<file path="src/rtl/uart_pkg.sv">
// rtl/uart_pkg.sv - shared types, register map and parity helper for uart_tx_buffered
package uart_pkg;

  typedef enum int {
    PARITY_NONE = 0,
    PARITY_EVEN = 1,
    PARITY_ODD  = 2
  } parity_t;

  localparam logic [2:0] ST_IDLE   = 3'd0;
  localparam logic [2:0] ST_START  = 3'd1;
  localparam logic [2:0] ST_DATA   = 3'd2;
  localparam logic [2:0] ST_PARITY = 3'd3;
  localparam logic [2:0] ST_STOP   = 3'd4;

  typedef enum logic [2:0] {
    TX_IDLE   = ST_IDLE,
    TX_START  = ST_START,
    TX_DATA   = ST_DATA,
    TX_PARITY = ST_PARITY,
    TX_STOP   = ST_STOP
  } tx_state_t;

  localparam logic [1:0] ADR_DATA    = 2'd0;
  localparam logic [1:0] ADR_STATUS  = 2'd1;
  localparam logic [1:0] ADR_DIVISOR = 2'd2;

  localparam int STAT_BUSY      = 0;
  localparam int STAT_EMPTY     = 1;
  localparam int STAT_FULL      = 2;
  localparam int STAT_LEVEL_LSB = 8;

  // Data is zero-extended to 9 bits, so the unused upper bits never disturb the XOR.
  function automatic logic parity_bit(input logic [8:0] data, input int mode);
    logic p;
    case (mode)
      PARITY_EVEN: p = ^data;
      PARITY_ODD:  p = ~(^data);
      default:     p = 1'b0;
    endcase
    return p;
  endfunction

endpackage

</file>
<file path="src/rtl/uart_tx_frame.sv">
// rtl/uart_tx_frame.sv - UART frame serialiser: start, data LSB first, optional parity, stop bits
module uart_tx_frame
  import uart_pkg::*;
#(
  parameter int DAT_WIDTH = 8,
  parameter int PARITY    = 0,
  parameter int STOP_BITS = 1
) (
  input  logic                 clk_i,
  input  logic                 rst_i,
  input  logic                 valid,
  input  logic [DAT_WIDTH-1:0] data,
  input  logic [15:0]          period,
  output logic                 pop,
  output logic                 busy,
  output logic                 uart_tx
);

  logic [2:0]           state_q, state_d;
  logic [15:0]          baud_q, baud_d;
  logic [15:0]          period_q, period_d;
  logic [3:0]           bit_q, bit_d;
  logic [DAT_WIDTH-1:0] shift_q, shift_d;
  logic                 par_q, par_d;
  logic                 tx_q, tx_d;
  logic                 last_tick;
  logic                 load;

  always_comb begin
    state_d   = state_q;
    baud_d    = baud_q;
    period_d  = period_q;
    bit_d     = bit_q;
    shift_d   = shift_q;
    par_d     = par_q;
    load      = 1'b0;
    last_tick = (baud_q == period_q - 16'd1);

    case (state_q)
      ST_IDLE: begin
        if (valid) load = 1'b1;
      end
      ST_START: begin
        if (last_tick) state_d = ST_DATA;
      end
      ST_DATA: begin
        if (last_tick) begin
          shift_d = shift_q >> 1;
          if (bit_q == 4'(DAT_WIDTH - 1)) begin
            bit_d   = 4'd0;
            state_d = (PARITY != PARITY_NONE) ? ST_PARITY : ST_STOP;
          end else begin
            bit_d = bit_q + 4'd1;
          end
        end
      end
      ST_PARITY: begin
        if (last_tick) state_d = ST_STOP;
      end
      ST_STOP: begin
        if (last_tick) begin
          if (bit_q == 4'(STOP_BITS - 1)) begin
            bit_d = 4'd0;
            // Chain straight into the next frame when more data is waiting.
            if (valid) load = 1'b1;
            else       state_d = ST_IDLE;
          end else begin
            bit_d = bit_q + 4'd1;
          end
        end
      end
      default: state_d = ST_IDLE;
    endcase

    if (state_q != ST_IDLE) baud_d = last_tick ? 16'd0 : baud_q + 16'd1;

    // The bit period is captured per frame so a divisor change never lands mid-frame.
    if (load) begin
      state_d  = ST_START;
      baud_d   = 16'd0;
      bit_d    = 4'd0;
      shift_d  = data;
      par_d    = parity_bit(9'(data), PARITY);
      period_d = period;
    end

    case (state_d)
      ST_START:  tx_d = 1'b0;
      ST_DATA:   tx_d = shift_d[0];
      ST_PARITY: tx_d = par_d;
      default:   tx_d = 1'b1;
    endcase
  end

  always_ff @(posedge clk_i or posedge rst_i) begin
    if (rst_i) begin
      state_q  <= ST_IDLE;
      baud_q   <= 16'd0;
      period_q <= 16'd0;
      bit_q    <= 4'd0;
      shift_q  <= '0;
      par_q    <= 1'b0;
      tx_q     <= 1'b1;
    end else begin
      state_q  <= state_d;
      baud_q   <= baud_d;
      period_q <= period_d;
      bit_q    <= bit_d;
      shift_q  <= shift_d;
      par_q    <= par_d;
      tx_q     <= tx_d;
    end
  end

  assign pop     = load;
  assign busy    = (state_q != ST_IDLE);
  assign uart_tx = tx_q;

endmodule

</file>
<file path="src/rtl/uart_tx_buffered.sv">
// rtl/uart_tx_buffered.sv - Wishbone UART transmitter with byte FIFO and status register
// Optional runtime DIVISOR register at address 2: UART_TX_BUFFERED_RUNTIME_BAUD_EN.
module uart_tx_buffered
  import uart_pkg::*;
#(
  parameter int CLOCKS_PER_BIT = 868,
  parameter int DAT_WIDTH      = 8,
  parameter int PARITY         = 0,
  parameter int STOP_BITS      = 1,
  parameter int FIFO_DEPTH     = 16
) (
  input  logic        clk_i,
  input  logic        rst_i,
  input  logic        cyc_i,
  input  logic        stb_i,
  input  logic        we_i,
  input  logic [1:0]  adr_i,
  input  logic [31:0] dat_i,
  output logic [31:0] dat_o,
  output logic        ack_o,
  output logic        uart_tx
);

  localparam int AW = $clog2(FIFO_DEPTH);

  logic [DAT_WIDTH-1:0] mem_q [FIFO_DEPTH];
  logic [AW-1:0]        wr_ptr_q, wr_ptr_d;
  logic [AW-1:0]        rd_ptr_q, rd_ptr_d;
  logic [AW:0]          level_q, level_d;
  logic                 ack_q, ack_d;
  logic [31:0]          dat_q, dat_d;

  logic        req, data_wr, accept, push, pop;
  logic        fifo_empty, fifo_full, busy;
  logic [15:0] period;
  logic [31:0] status, rd_data;
  logic        unused_dat;

  assign unused_dat = ^dat_i;

  assign req        = cyc_i && stb_i;
  assign data_wr    = we_i && (adr_i == ADR_DATA);
  assign fifo_empty = (level_q == '0);
  assign fifo_full  = level_q[AW];
  // A write into a full FIFO waits; it may complete in the very cycle a slot is popped.
  assign accept     = req && !ack_q && !(data_wr && fifo_full && !pop);
  assign push       = accept && data_wr;

`ifdef UART_TX_BUFFERED_RUNTIME_BAUD_EN
  logic [15:0] divisor_q, divisor_d;

  always_comb begin
    divisor_d = divisor_q;
    if (accept && we_i && (adr_i == ADR_DIVISOR))
      divisor_d = (dat_i[15:0] < 16'd2) ? 16'd2 : dat_i[15:0];
  end

  always_ff @(posedge clk_i or posedge rst_i) begin
    if (rst_i) divisor_q <= 16'(CLOCKS_PER_BIT);
    else       divisor_q <= divisor_d;
  end

  assign period = divisor_q;
`else
  assign period = 16'(CLOCKS_PER_BIT);
`endif

  always_comb begin
    status                            = '0;
    status[STAT_BUSY]                 = busy;
    status[STAT_EMPTY]                = fifo_empty;
    status[STAT_FULL]                 = fifo_full;
    status[STAT_LEVEL_LSB +: 8]       = 8'(level_q);

    case (adr_i)
      ADR_STATUS:  rd_data = status;
`ifdef UART_TX_BUFFERED_RUNTIME_BAUD_EN
      ADR_DIVISOR: rd_data = {16'd0, divisor_q};
`endif
      default:     rd_data = '0;
    endcase

    ack_d = accept;
    dat_d = (accept && !we_i) ? rd_data : '0;

    wr_ptr_d = push ? wr_ptr_q + AW'(1) : wr_ptr_q;
    rd_ptr_d = pop  ? rd_ptr_q + AW'(1) : rd_ptr_q;
    case ({push, pop})
      2'b10:   level_d = level_q + (AW+1)'(1);
      2'b01:   level_d = level_q - (AW+1)'(1);
      default: level_d = level_q;
    endcase
  end

  always_ff @(posedge clk_i or posedge rst_i) begin
    if (rst_i) begin
      wr_ptr_q <= '0;
      rd_ptr_q <= '0;
      level_q  <= '0;
      ack_q    <= 1'b0;
      dat_q    <= '0;
    end else begin
      wr_ptr_q <= wr_ptr_d;
      rd_ptr_q <= rd_ptr_d;
      level_q  <= level_d;
      ack_q    <= ack_d;
      dat_q    <= dat_d;
    end
  end

  // When full and popping together, the written slot is the one being read; the read sees the old byte.
  always_ff @(posedge clk_i) begin
    if (push) mem_q[wr_ptr_q] <= dat_i[DAT_WIDTH-1:0];
  end

  uart_tx_frame #(
    .DAT_WIDTH (DAT_WIDTH),
    .PARITY    (PARITY),
    .STOP_BITS (STOP_BITS)
  ) u_frame (
    .clk_i   (clk_i),
    .rst_i   (rst_i),
    .valid   (!fifo_empty),
    .data    (mem_q[rd_ptr_q]),
    .period  (period),
    .pop     (pop),
    .busy    (busy),
    .uart_tx (uart_tx)
  );

  assign ack_o = ack_q;
  assign dat_o = dat_q;

endmodule

</file>
<file path="config.mk">
export PLATFORM = sky130hd
export DESIGN_NAME = uart_tx_buffered
export DESIGN_NICKNAME = d
export VERILOG_FILES = /design/src/rtl/uart_pkg.sv /design/src/rtl/uart_tx_frame.sv /design/src/rtl/uart_tx_buffered.sv
export SDC_FILE = /design/constraint.sdc
export NUM_CORES = 1
export LEC_CHECK = 0
export ABC_CLOCK_PERIOD_IN_PS = 6500
export BUFFER_PORTS_ARGS = -buffer_cell sky130_fd_sc_hd__buf_2
export CAP_MARGIN = 15
export CORE_MARGIN = 3
export CORE_UTILIZATION = 35
export CTS_BUF_LIST = sky130_fd_sc_hd__clkbuf_4 sky130_fd_sc_hd__clkbuf_8
export DETAILED_ROUTE_END_ITERATION = 10
export GPL_TIMING_DRIVEN = 0
export SLEW_MARGIN = 20
export SYNTH_ARGS = -nofsm -noshare
export SYNTH_HDL_FRONTEND = slang
export SYNTH_SLANG_ARGS = --single-unit
</file>
<file path="constraint.sdc">
create_clock -name clk_i -period 6.5 [get_ports clk_i]
set_input_delay 0.975 -clock clk_i [delete_from_list [all_inputs] [get_ports clk_i]]
set_output_delay 0.975 -clock clk_i [all_outputs]
set_load 0.01 [all_outputs]
</file>
# --- After elaboration in Yosys (flattened, before gate mapping) ---
# Memories as Yosys holds them, arrays and structs flattened.
# Index checks and enable logic that the tools add are counted.
op_classes:
  addsub: 7
  eq_ne: 14
  muxes: 32
  reduce_logical: 24
ops:
  columns: ["operator", "n"]
  rows:
  - ["$mux W16", 3]
  - ["$mux W32", 1]
  - ["$mux W3", 8]
  - ["$mux W8", 3]
  - ["$mux W4", 5]
  - ["$add A16 B1 Y16 const B", 1]
  - ["$eq A16 B16 Y1", 1]
  - ["$pmux W3 S5", 1]
  - ["$mux W13", 1]
  - ["$add A4 B1 Y4 const B", 3]
  - ["$eq A3 B2 Y1 const B", 4]
  - ["$sub A10 B1 Y11 const B", 1]
  - ["$pmux W5 S2", 1]
  - ["$logic_and A1 B1 Y1", 8]
  - ["$pmux W4 S2", 1]
  - ["$reduce_bool A2 Y1", 4]
  - ["$eq A3 B1 Y1 const B", 2]
  - ["$mux W1", 6]
  - ["$ne A3 B2 Y1 const B", 2]
  - ["$reduce_bool A3 Y1", 2]
  - ["$add A5 B1 Y5 const B", 1]
  - ["$logic_not A5 Y1", 1]
  - ["$sub A5 B1 Y5 const B", 1]
  - ["$eq A2 B1 Y1 const B", 2]
  - ["11 further kinds", 14]
totals:
  regBits: 80
  ramBits: 128
  in_bits: 39
  output_inout_bits: 34
  wordCells: 91
  memories: 1
memory_table:
  columns: ["name", "depth", "word_bits", "rd", "rd_clocked_by_memory_dff", "write_ports", "line_no", "rtl"]
  rows:
  - ["mem_q", 16, 8, 1, 0, 1, "uart_tx_buffered.sv:26", "logic [DAT_WIDTH-1:0] mem_q [FIFO_DEPTH];"]

# --- Depth between registers and ports, before layout ---
# Gate-level depths: netlist of the first run.
depth:
  ltp_word: 12
  depth_mapped: 17
  depth_no_buf: 15

# --- By module ---
# Synthesis of the first run repeated with hierarchy kept, for this count alone.
unflattened:
  cells_unflattened: 660
  hier_area_um2: 9067.4
modules_own_cells:
  columns: ["mod", "instances", "cells_each", "area_each_um2", "seq_area_each_um2"]
  rows:
  - ["uart_tx_buffered", 1, 336, 6192.2, 4369.2]
  - ["uart_tx_frame", 1, 324, 2875.3, 1227.4]

# --- Worst setup path after synthesis of the first run ---
# Ideal clock, no wire load.
synth_path:
  path_type: "flip-flop to flip-flop"
  from: "reg u_frame.state_q[0]"
  to: "reg level_q[4]"
  setup_time_ps: 125
  t_arrival_ps: 3296
  required_ps: 6375
  setup_slack_ps: 3079
  stages_incl_launch_ff: 16
  n_path_buf: 3
  synth_period_minus_slack_ps: 3421
  cell_sequence: "dfrtp_1 clkbuf_1 nor3b_1 nand2_1 a2111oi_2 o21ai_1 clkbuf_1 inv_1 ha_1 clkbuf_1 xor2_1 ha_1 nor2b_1 a222oi_1 nor2_1 xor2_1"
synth_between:
  elab_chain_cells: 9
  elab_cells_between_ends: 12
  classes_between: "3 x eq/ne; 2 x mux; 7 x reduce/logical"
synth_rtl:
  columns: ["element", "line_no", "rtl"]
  rows:
  - ["start: declaration", "uart_tx_frame.sv:19", "logic [2:0] state_q, state_d;"]
  - ["start signal: assignment", "uart_tx_frame.sv:105", "state_q <= state_d;"]
  - ["$eq A3 B3 Y1 or $logic_not A3 Y1 (tied branches)", "uart_tx_frame.sv:39", "case (state_q)"]
  - ["$pmux W1 S2 (*)", "uart_tx_frame.sv:39", null]
  - ["$logic_not A1 Y1", "uart_tx_buffered.sv:46", "assign accept = req && !ack_q && !(data_wr && fifo_full && !pop);"]
  - ["$logic_and A1 B1 Y1", "uart_tx_buffered.sv:46", null]
  - ["$logic_not A1 Y1", "uart_tx_buffered.sv:46", null]
  - ["$logic_and A1 B1 Y1", "uart_tx_buffered.sv:46", null]
  - ["$logic_and A1 B1 Y1", "uart_tx_buffered.sv:47", "assign push = accept && data_wr;"]
  - ["$eq A2 B1 Y1 or $eq A2 B2 Y1 (tied branches)", "uart_tx_buffered.sv:88", "case ({push, pop})"]
  - ["$pmux W5 S2 or $reduce_bool A2 Y1 (tied branches)", null, null]
  - ["end signal: assignment", "uart_tx_buffered.sv:105", "level_q <= level_d;"]
  - ["end: declaration", "uart_tx_buffered.sv:29", "logic [AW:0] level_q, level_d;"]
# Mark *: on every way between the ends. The rest lies on a longest branch, timed or not.
# A chain may end at the register's enable or synchronous reset.

# --- Worst setup path after layout of the first run ---
# Ends and elaborated chain as after synthesis.

==> impl_metrics.toml, run 1 <==
[outcome]
outcome = "completed"

[job]
drv_cap = 0

[logic_synthesis]
ys_ff_latch = 183
synth_warnings = 0
synthArstFlopShare_pct = 30.1
synthFlopType = "edfxtp_1"
syn_inst = 556
yosysUniqueCellTypes = 60
synth_edf_count = 128
syn-cell-area_mm2 = 0.00807
avgSynthCellArea_um2 = 14.5
ys_seq_area_share_pct = 64.7

[sta]
fin_worst_skew_ns = 0.0194
worst_pin_slew_ns = 1.13
drv_slew = 0
min_period_ns = 4.33
hold_ws_ns = 0.513
hold_violations = 0
setup_violations = 0
fin_crit_sh_pct = 66.6
fin_tns_setup_ns = 0
relSlewSlack_pct = 24.3
rsz0062_at_grt = "no"
fmax_ghz = 0.231

[placed_design]
placed_area_mm2 = 0.00878
place.gp.congestion = 0.792
dp_hpwl_mm = 11.6
portBuffers = 24
dp_cells = 895

[clock_network]
cts_made_buffers = 17
cts_tree = "done"
cts-hold-fix-buffers = 0
post_cts_resize_count = 0
clk_pin_slew_ns = 0.11
cts_buffer_depth = 2
root_buffer = "clkbuf_8"
cts_sinks = 183
cts-htree-levels = 4
clkLatencyLatePin_ns = 0.46
post_cts_buffers = 0

[final_layout]
design_area_mm2 = 0.00920
drive_above_1_share_pct = 24.1
nNetsFinal = 684
stdcell_count = 927
mostFrequentLayoutCell = "edfxtp_1"
diodes = 0
layout_common_cells = "128 x edfxtp_1, 54 x dfrtp_1, 39 x nor2_1, 33 x buf_4"
area.growth.synth_to_final_pct = 14.1
num-fill-cells = 2032

[die]
start_util_pct = 36.3
die_h_um = 158
dieWidth_um = 158
rows = 54
core_mm2 = 0.0222
ioPinCount = 73
die-area_mm2 = 0.0249

[power_and_ir_drop]
p_leak_uw = 0.00336
powerDensity_mw_per_mm2 = 353
irDropWorstVdd_uv = 210
power_uw = 3250

[worst_setup_path]
critical_path_class = "reg -> reg"
path_cells = "clkbuf_1, nor3b_1, nand2_1, a2111oi_2, o21ai_1, clkbuf_1, inv_1, ha_1, clkbuf_1, xor2_1, ha_1, nand2_1, mux2i_1, a222oi_1, nor2_1, xor2_1"
critPathCaptureType = "register"
cp.required_ns = 6.85
critPathLaunchType = "register"
crit_arrival_ns = 4.68
cpPeakStageDelay_ns = 0.59
crit_top_cell = "clkbuf_1"
crit_slowest_cell = "a2111oi_2"
cp_max_fo = 10

[drt]
route.met2.wl_mm = 8.44
drc = 0
top_layer_used = "met4"
viasPerCell = 5.09
routed_wl_mm = 16.5
wl_met3_um = 717
routedWlPerCell_um = 17.9
drtAntennaViolNets = 0
first_iter_violations = 329
num_vias = 4715
wl_met1_mm = 7.24
dr.pass1.iters = 5

[min_path]
hp-class = "reg -> reg"

[grt]
grt_usage_pct = 13.8
grt_max_degree = 56
grt_pass1_vias = 4711
grt_first_pass_wirelength_mm = 25.9
grt_remaining_overflow = 0
antenna_found_initial = 0
==> path summary, 6_finish.rpt <==
check / startpoint / endpoint / slack (ns) / depth (start not counted)
max: u_frame.state_q[0] / level_q[4] / 2.17 / 16
min: u_frame.par_q / u_frame.par_q / 0.51 / 1
max reg2reg: u_frame.state_q[0] / level_q[4] / 2.17 / 16
min reg2reg: u_frame.par_q / u_frame.par_q / 0.51 / 1
max in group asynchronous: rst_i / rd_ptr_q[2] / 5.43 / 2
min in group asynchronous: rst_i / level_q[1] / 0.60 / 2
==> critical path: cells and delay by family, from the launching register on <==
kind                     cells  cell delay, ns
XOR/XNOR                     2            0.27
adder cells (fa/ha/maj)      2            0.41
AND/OR/NAND/NOR              4            0.77
AO/OA/AOI/OAI                3            1.10
multiplexers                 1            0.07
buffers and inverters        4            1.22
flip-flops                   1            0.39
==> cells by family (layout without fill, tap and decap cells) <==
logic type	after synthesis	after routing	synth area share (%)
AOI/OAI and AO/OA	85	85	7.12
xor gates and xnor gates	20	20	2.17
and+or+nand+nor	147	147	9.25
muxes	49	49	10.9
DFF	183	183	64.7
other	1	24	0.0465
adders and majority gates	11	11	1.71
buffers and inverters	60	128	4.10
==> synthesized netlist by cell type (3+ instances only) <==
master    count  area (um^2)
xor2_1       14          123
dfrtp_1      54         1350
mux4_2       30          676
nor2_1       39          146
buf_1         4         15.0
edfxtp_1    128         3840
clkbuf_1     17         63.8
mux2i_1      10          100
nor3_1       15         75.1
nand2b_1      3         18.8
a211oi_1      4         30.0
or2_2         3         18.8
mux2_2        9          101
inv_1        10         37.5
buf_2         3         15.0
nor2b_1       6         37.5
or3_1         4         25.0
o21ai_1       3         15.0
a221o_1       6         60.1
ha_1         11          138
buf_4        25          188
o21ai_0      18         90.1
nor4b_1       5         43.8
a31oi_1       8         50.1
a21oi_1      20          100
and2_1        9         56.3
nand2_1      30          113
nand3_1      18         90.1
nand3b_1      4         30.0
xnor2_1       6         52.6
==> state kept, by name (all words and copies together) (netlist names) <==
signal	flops
dat_o	7
u_frame.bit_q	4
u_frame.shift_q	8
wr_ptr_q	4
u_frame.par_q	1
level_q	5
ack_o	1
rd_ptr_q	4
u_frame.uart_tx	1
u_frame.period_q	1
u_frame.state_q	3
mem_q	128
u_frame.baud_q	16
==> report_power, final <==
part / switching (uW) / total [uW] / internal [uW]
clock network: 471 / 773 / 302
registers: 101 / 1450 / 1350
logic: 563 / 1020 / 459
total: 1140 / 3250 / 2110
==> area by class of cell <==
type / count / area, um^2 / share of cell area [%]
sequential: 183 / 5220 / 56.8
multi-input combinational: 336 / 2670 / 29.0
tap: 280 / 350 / 3.81
buffer: 50 / 293 / 3.18
clock buffer: 18 / 241 / 2.63
timing repair buffer: 36 / 213 / 2.31
clock inverter: 14 / 175 / 1.90
inverter: 10 / 40.0 / 0.435
==> stage by stage <==
step | utilization (%) | worst slack (ns)
finish | 41.4 | 2.17
global route | 41.4 | 1.72
CTS | 41.4 | 2.17
detailed placement | 39.5 | 2.19
global placement | 38.8 | 2.06
floorplan | - | 3.08
==> metal layers <==
| layer | up-vias | track usage (%) |
|---|---|---|
| li1 | 2222 | - |
| met1 | 2372 | 18.0 |
| met2 | 111 | 23.7 |
| met3 | 10 | 2.76 |
| met4 | 0 | 3.43 |
| met5 | - | 0 |
No activity file was read; power rests on OpenSTA's default activity.
==> run 2: changes to the inputs <==
ABC_CLOCK_PERIOD_IN_PS = 3700   (was 6500)
clock period = 3.7 ns   (was 6.5 ns; I/O delays follow)
==> run 2 against run 1 <==
Against the previous run:
- first-iteration DRC count down 3.0%
- sequential cell count did not move
- combinational power is 79% higher
- largest power group unchanged
- largest cell class unchanged
- register-to-register slack lost 2.0 ns
- worst setup slack got worse by 2.0 ns
- via count up 0.38%
- core utilization is 0.23 points higher
- maximum frequency up 24%
==> impl_metrics.toml, run 2 (synthesis results as in run 1) <==
[final_layout]
layout_common_cells = "128 x edfxtp_1, 54 x dfrtp_1, 39 x nor2_1, 35 x buf_4"
stdcell_count = 927
top_regs = "mem_q (128), u_frame.baud_q (16), u_frame.shift_q (8)"
diodes = 0
nNetsFinal = 684
drive_above_1_share_pct = 25.3
regMostFlops = "mem_q"
mostFrequentLayoutCell = "edfxtp_1"
area.growth.synth_to_final_pct = 14.7
largest_reg_flops = 128

[clock_network]
cts-hold-fix-buffers = 0
cts_tree = "done"
cts_sinks = 183
clk_pin_slew_ns = 0.11
clkLatencyLatePin_ns = 0.46
root_buffer = "clkbuf_8"
cts-htree-levels = 4
cts_buffer_depth = 2
cts_made_buffers = 17

[worst_setup_path]
cpPeakStageDelay_ns = 0.44
critical_path_class = "reg -> reg"
crit_arrival_ns = 3.85
critPathCaptureType = "register"
critPathLaunchType = "register"
cp_max_fo = 10
cp-startpoint = "u_frame.baud_q[11]"
worstReg2RegStart = "u_frame.baud_q[11]"
crit_slowest_cell = "dfrtp_1"
reg2regPathDepth = 14
cp.required_ns = 4.06
path_cells = "or3b_1, a211o_1, a2111oi_4, buf_4, o21ai_2, buf_4, clkinvlp_4, ha_4, xor2_1, ha_1, nor2b_1, a222oi_1, nor2_1, xor2_1"
worst-r2r-setup-slack_ns = 0.20
reg2reg_to = "level_q[4]"

[placed_design]
dp_cells = 895
place.gp.congestion = 0.792
portBuffers = 24
place_ws_ns = -0.614
dp_hpwl_mm = 11.6

[grt]
use_met2_pct = 24.0
grt_max_degree = 56
grt_pass1_vias = 4712
antenna_found_initial = 0
busiest_layer = "met2"
met3_usage_pct = 2.76
grt_first_pass_wirelength_mm = 26.0
grt_remaining_overflow = 0
grt_usage_pct = 13.8
use_met1_pct = 17.9

[die]
ioPinCount = 73
die-area_mm2 = 0.0249
core_mm2 = 0.0222
die_h_um = 158
dieWidth_um = 158
rows = 54
start_util_pct = 36.3

[sta]
worst_pin_slew_ns = 1.16
fmax_ghz = 0.286
relSlewSlack_pct = 22.5
hold_violations = 0
min_period_ns = 3.50
fin_crit_sh_pct = 94.5
setup_violations = 0
fin_tns_setup_ns = 0
rsz0062_at_grt = "no"
fin_ws_ns = 0.205
fin_worst_skew_ns = 0.0184
drv_slew = 0

[power_and_ir_drop]
p_leak_uw = 0.00337
powerDensity_mw_per_mm2 = 621
irDropWorstVdd_uv = 368

[drt]
dr.pass1.iters = 7
viasPerCell = 5.11
first_iter_violations = 319
drc = 0
drtAntennaViolNets = 0
routedWlPerCell_um = 18.0
routed_wl_mm = 16.7
num_vias = 4733

[outcome]
outcome = "completed"

[job]
drv_cap = 0

[min_path]
hp-class = "in -> async"
[run 2: cell types whose count changed in the layout (fill, tap and decap cells not counted), moves of 2 or more]
cell      before  now
buf_4         33   35
clkbuf_1      17   14
nor3b_1        2    0
nor3b_2        0    2
[run 2: worst max path at each step]
stage | end | slack (ns) | cells after the start
3_5_place_dp | level_q[4] | -0.61 | 16
5_1_grt | level_q[4] | 0.01 | 15
4_1_cts | level_q[4] | 0.02 | 14
2_1_floorplan | level_q[4] | 0.28 | 15
6_report | level_q[4] | 0.20 | 14
3_3_place_gp | mem_q[3][2] | -0.74 | 7
[run 2: area by class of cell]
type | instances | area [um^2]
Clock buffer | 18 | 241
Timing Repair Buffer | 37 | 220
Sequential cell | 183 | 5220
Fill cell | 2034 | 13000
Buffer | 49 | 294
Tap cell | 280 | 350
Inverter | 10 | 43.8
Multi-Input combinational cell | 336 | 2700
Clock inverter | 14 | 175
[run 2: power by group]
group | internal (uW) | switching, uW
Combinational | 825 | 1000
Clock | 530 | 830
Sequential | 2380 | 180
Total | 3730 | 2010
[run 2: stage by stage]
step / hold WS [ns] / power, uW / utilization [%] / instance area, um^2
after floorplan: 0.454 / 3930 / - / 8150
after global placement: 0.482 / 4350 / 38.8 / 8620
after detailed placement: 0.486 / 4410 / 39.5 / 8780
after CTS: 0.203 / 5770 / 41.5 / 9220
after global routing: 0.232 / 6080 / 41.6 / 9250
final: 0.184 / 5750 / 41.6 / 9250
[run 2: timing repair]
item                                    CTS  global route
endpoints found under the setup margin    4             4
endpoints found under the hold margin     0             0
pin swaps                                 0             1
buffers inserted                          0             1
resized for setup                         6             6
[run 2: metal layers]
layer	vias up	routed length, um
li1	2224	-
met1	2380	7250
met2	112	8520
met3	17	727
met4	0	190
met5	-	0
[run 2: worst max-delay path: cells and delay by family, from the launching register on]
kind	cells	cell delay (ns)
adder cells (fa/ha/maj)	2	0.41
buffers and inverters	3	0.60
XOR/XNOR	2	0.31
flip-flops	1	0.44
AO/OA/AOI/OAI	4	1.06
AND/OR/NAND/NOR	3	0.57
==> run 3: changes to the inputs <==
CORE_MARGIN = unset   (was 3)
CORE_UTILIZATION = 37   (was 35)
CTS_BUF_LIST = unset   (was sky130_fd_sc_hd__clkbuf_4 sky130_fd_sc_hd__clkbuf_8)
==> run 3 against run 2 <==
Against the previous run:
- via count grew 1.6%
- clock skew shrank 0.0038 ns
- register-to-register slack improved by 0.03 ns
- critical path depth shrank 6
- wire length is 0.35% higher
- first-iteration DRC count is 20% lower
- sequential power barely moved
- combinational power is essentially flat
- hold slack improved by 0.037 ns
- worst setup slack gained 0.027 ns
- critical endpoint is now mem_q[0][7]
==> impl_metrics.toml, run 3 (synthesis results as in run 1) <==
[power_and_ir_drop]
irDropWorstVdd_uv = 354
p_leak_uw = 0.00343
power_uw = 6180
powerDensity_mw_per_mm2 = 656

[final_layout]
diodes = 0
area.growth.synth_to_final_pct = 16.7
multi_input_area_mm2 = 0.00271
regMostFlops = "mem_q"
layout_common_cells = "128 x edfxtp_1, 53 x dfrtp_1, 38 x nor2_1, 35 x buf_4"
mostFrequentLayoutCell = "edfxtp_1"
num-fill-cells = 1887
register_area_mm2 = 0.00522
largest_reg_flops = 128
drive_above_1_share_pct = 25.5
top_regs = "mem_q (128), u_frame.baud_q (16), u_frame.shift_q (8)"
nNetsFinal = 684

[sta]
fin_tns_setup_ns = 0
worst_pin_slew_ns = 1.15
fmax_ghz = 0.288
min_period_ns = 3.47
fin_worst_skew_ns = 0.0146
fin_crit_sh_pct = 93.7
relSlewSlack_pct = 22.9
rsz0062_at_grt = "no"
drv_slew = 0
hold_violations = 0
setup_violations = 0

[worst_setup_path]
cpPeakStageDelay_ns = 0.79
path_cells = "or3b_1, a211o_1, a2111oi_4, buf_4, o21ai_1, clkbuf_1, nor4b_2, buf_4"
cp_max_fo = 10
critPathLaunchType = "register"
reg2reg_to = "mem_q[0][7]"
critPathCaptureType = "register"
crit_slowest_cell = "nor4b_2"
reg2regPathDepth = 8
crit_top_cell = "buf_4"
critical_path_class = "reg -> reg"
crit_arrival_ns = 3.62
worstReg2RegStart = "u_frame.baud_q[10]"
cp.required_ns = 3.85
worst-r2r-setup-slack_ns = 0.23

[grt]
grt_usage_pct = 16.1
grt_max_degree = 56
grt_first_pass_wirelength_mm = 26.4
grt_remaining_overflow = 0
antenna_found_initial = 0
grt_pass1_vias = 4792

[die]
start_util_pct = 38.0
die_h_um = 150
rows = 53
ioPinCount = 73
die-area_mm2 = 0.0224
dieWidth_um = 150
core_mm2 = 0.0212

[clock_network]
cts-hold-fix-buffers = 0
cts_buffer_depth = 2
clk_pin_slew_ns = 0.07
cts_sinks = 183
cts_tree = "done"
clkLatencyLatePin_ns = 0.44
cts-htree-levels = 4
cts_made_buffers = 17
root_buffer = "clkbuf_16"

[drt]
drtAntennaViolNets = 0
first_iter_violations = 254
num_vias = 4808
routedWlPerCell_um = 18.2
top_layer_used = "met4"
drc = 0
routed_wl_mm = 16.7
viasPerCell = 5.22
wl_met1_mm = 7.27
wl_met3_um = 580
route.met2.wl_mm = 8.47
dr.pass1.iters = 4

[outcome]
outcome = "completed"

[placed_design]
place.gp.congestion = 0.806
dp_hpwl_mm = 11.7
portBuffers = 24

[job]
drv_cap = 0

[min_path]
hp-class = "in -> async"
run 3: cell count changes in the layout (fill, tap and decap cells not counted), moves of 2 or more:
cell | before | now
clkbuf_16 | 0 | 17
clkbuf_8 | 17 | 0
clkinv_4 | 2 | 0
clkinvlp_4 | 1 | 4
run 3: layout make-up:
type | instances | area share [%]
Inverter | 10 | 0.465
Clock buffer | 17 | 4.52
Tap cell | 275 | 3.66
Sequential cell | 183 | 55.5
Multi-Input combinational cell | 336 | 28.8
Buffer | 49 | 3.12
Clock inverter | 14 | 1.66
Timing Repair Buffer | 37 | 2.34
run 3: what timing repair did:
action | in CTS | in global routing
endpoints found under the hold margin | 0 | 0
setup buffers | 0 | 2
pin swaps | 0 | 2
gates resized for setup | 6 | 8
endpoints found under the setup margin | 4 | 2
run 3: metrics by stage:
step	std cells	worst slack, ns	util (%)	instance area, um^2	hold WS, ns
6_report	921	0.231	44.4	9410	0.221
4_1_cts	919	0.0118	44.2	9380	0.244
3_5_place_dp	889	-0.628	41.3	8770	0.483
5_1_grt	921	0.0656	44.4	9410	0.281
2_1_floorplan	579	0.279	-	8150	0.454
3_3_place_gp	878	-0.923	40.6	8620	0.481
run 3: worst max-delay path by stage:
stage,start,endpoint,slack (ns),cells after the start
after detailed placement,u_frame.state_q[0],level_q[4],-0.63,15
after floorplan,u_frame.state_q[0],level_q[4],0.28,15
final,u_frame.baud_q[10],mem_q[0][7],0.23,8
after global routing,u_frame.state_q[0],level_q[4],0.07,13
after CTS,u_frame.state_q[0],level_q[4],0.01,14
after global placement,u_frame.state_q[0],mem_q[0][1],-0.92,7
run 3: power by group:
part | internal, uW | leakage (uW) | switching, uW | total (uW)
sequential | 2380 | 0.00186 | 186 | 2570
combinational | 826 | 0.00130 | 1010 | 1830
clock | 900 | 0.000274 | 879 | 1780
run 3: critical path, delay by kind of cell, from the launching register on:
kind	cells	cell delay [ns]
AOI/OAI and AO/OA	3	0.78
buffers and inverters	3	0.77
DFF	1	0.45
and+or+nand+nor	2	1.19
run 3: per-layer routing:
layer / up-vias / GRT usage, %
met5: - / 0
met4: 0 / 6.84
met3: 30 / 3.41
met2: 106 / 27.0
met1: 2444 / 20.1
li1: 2228 / -
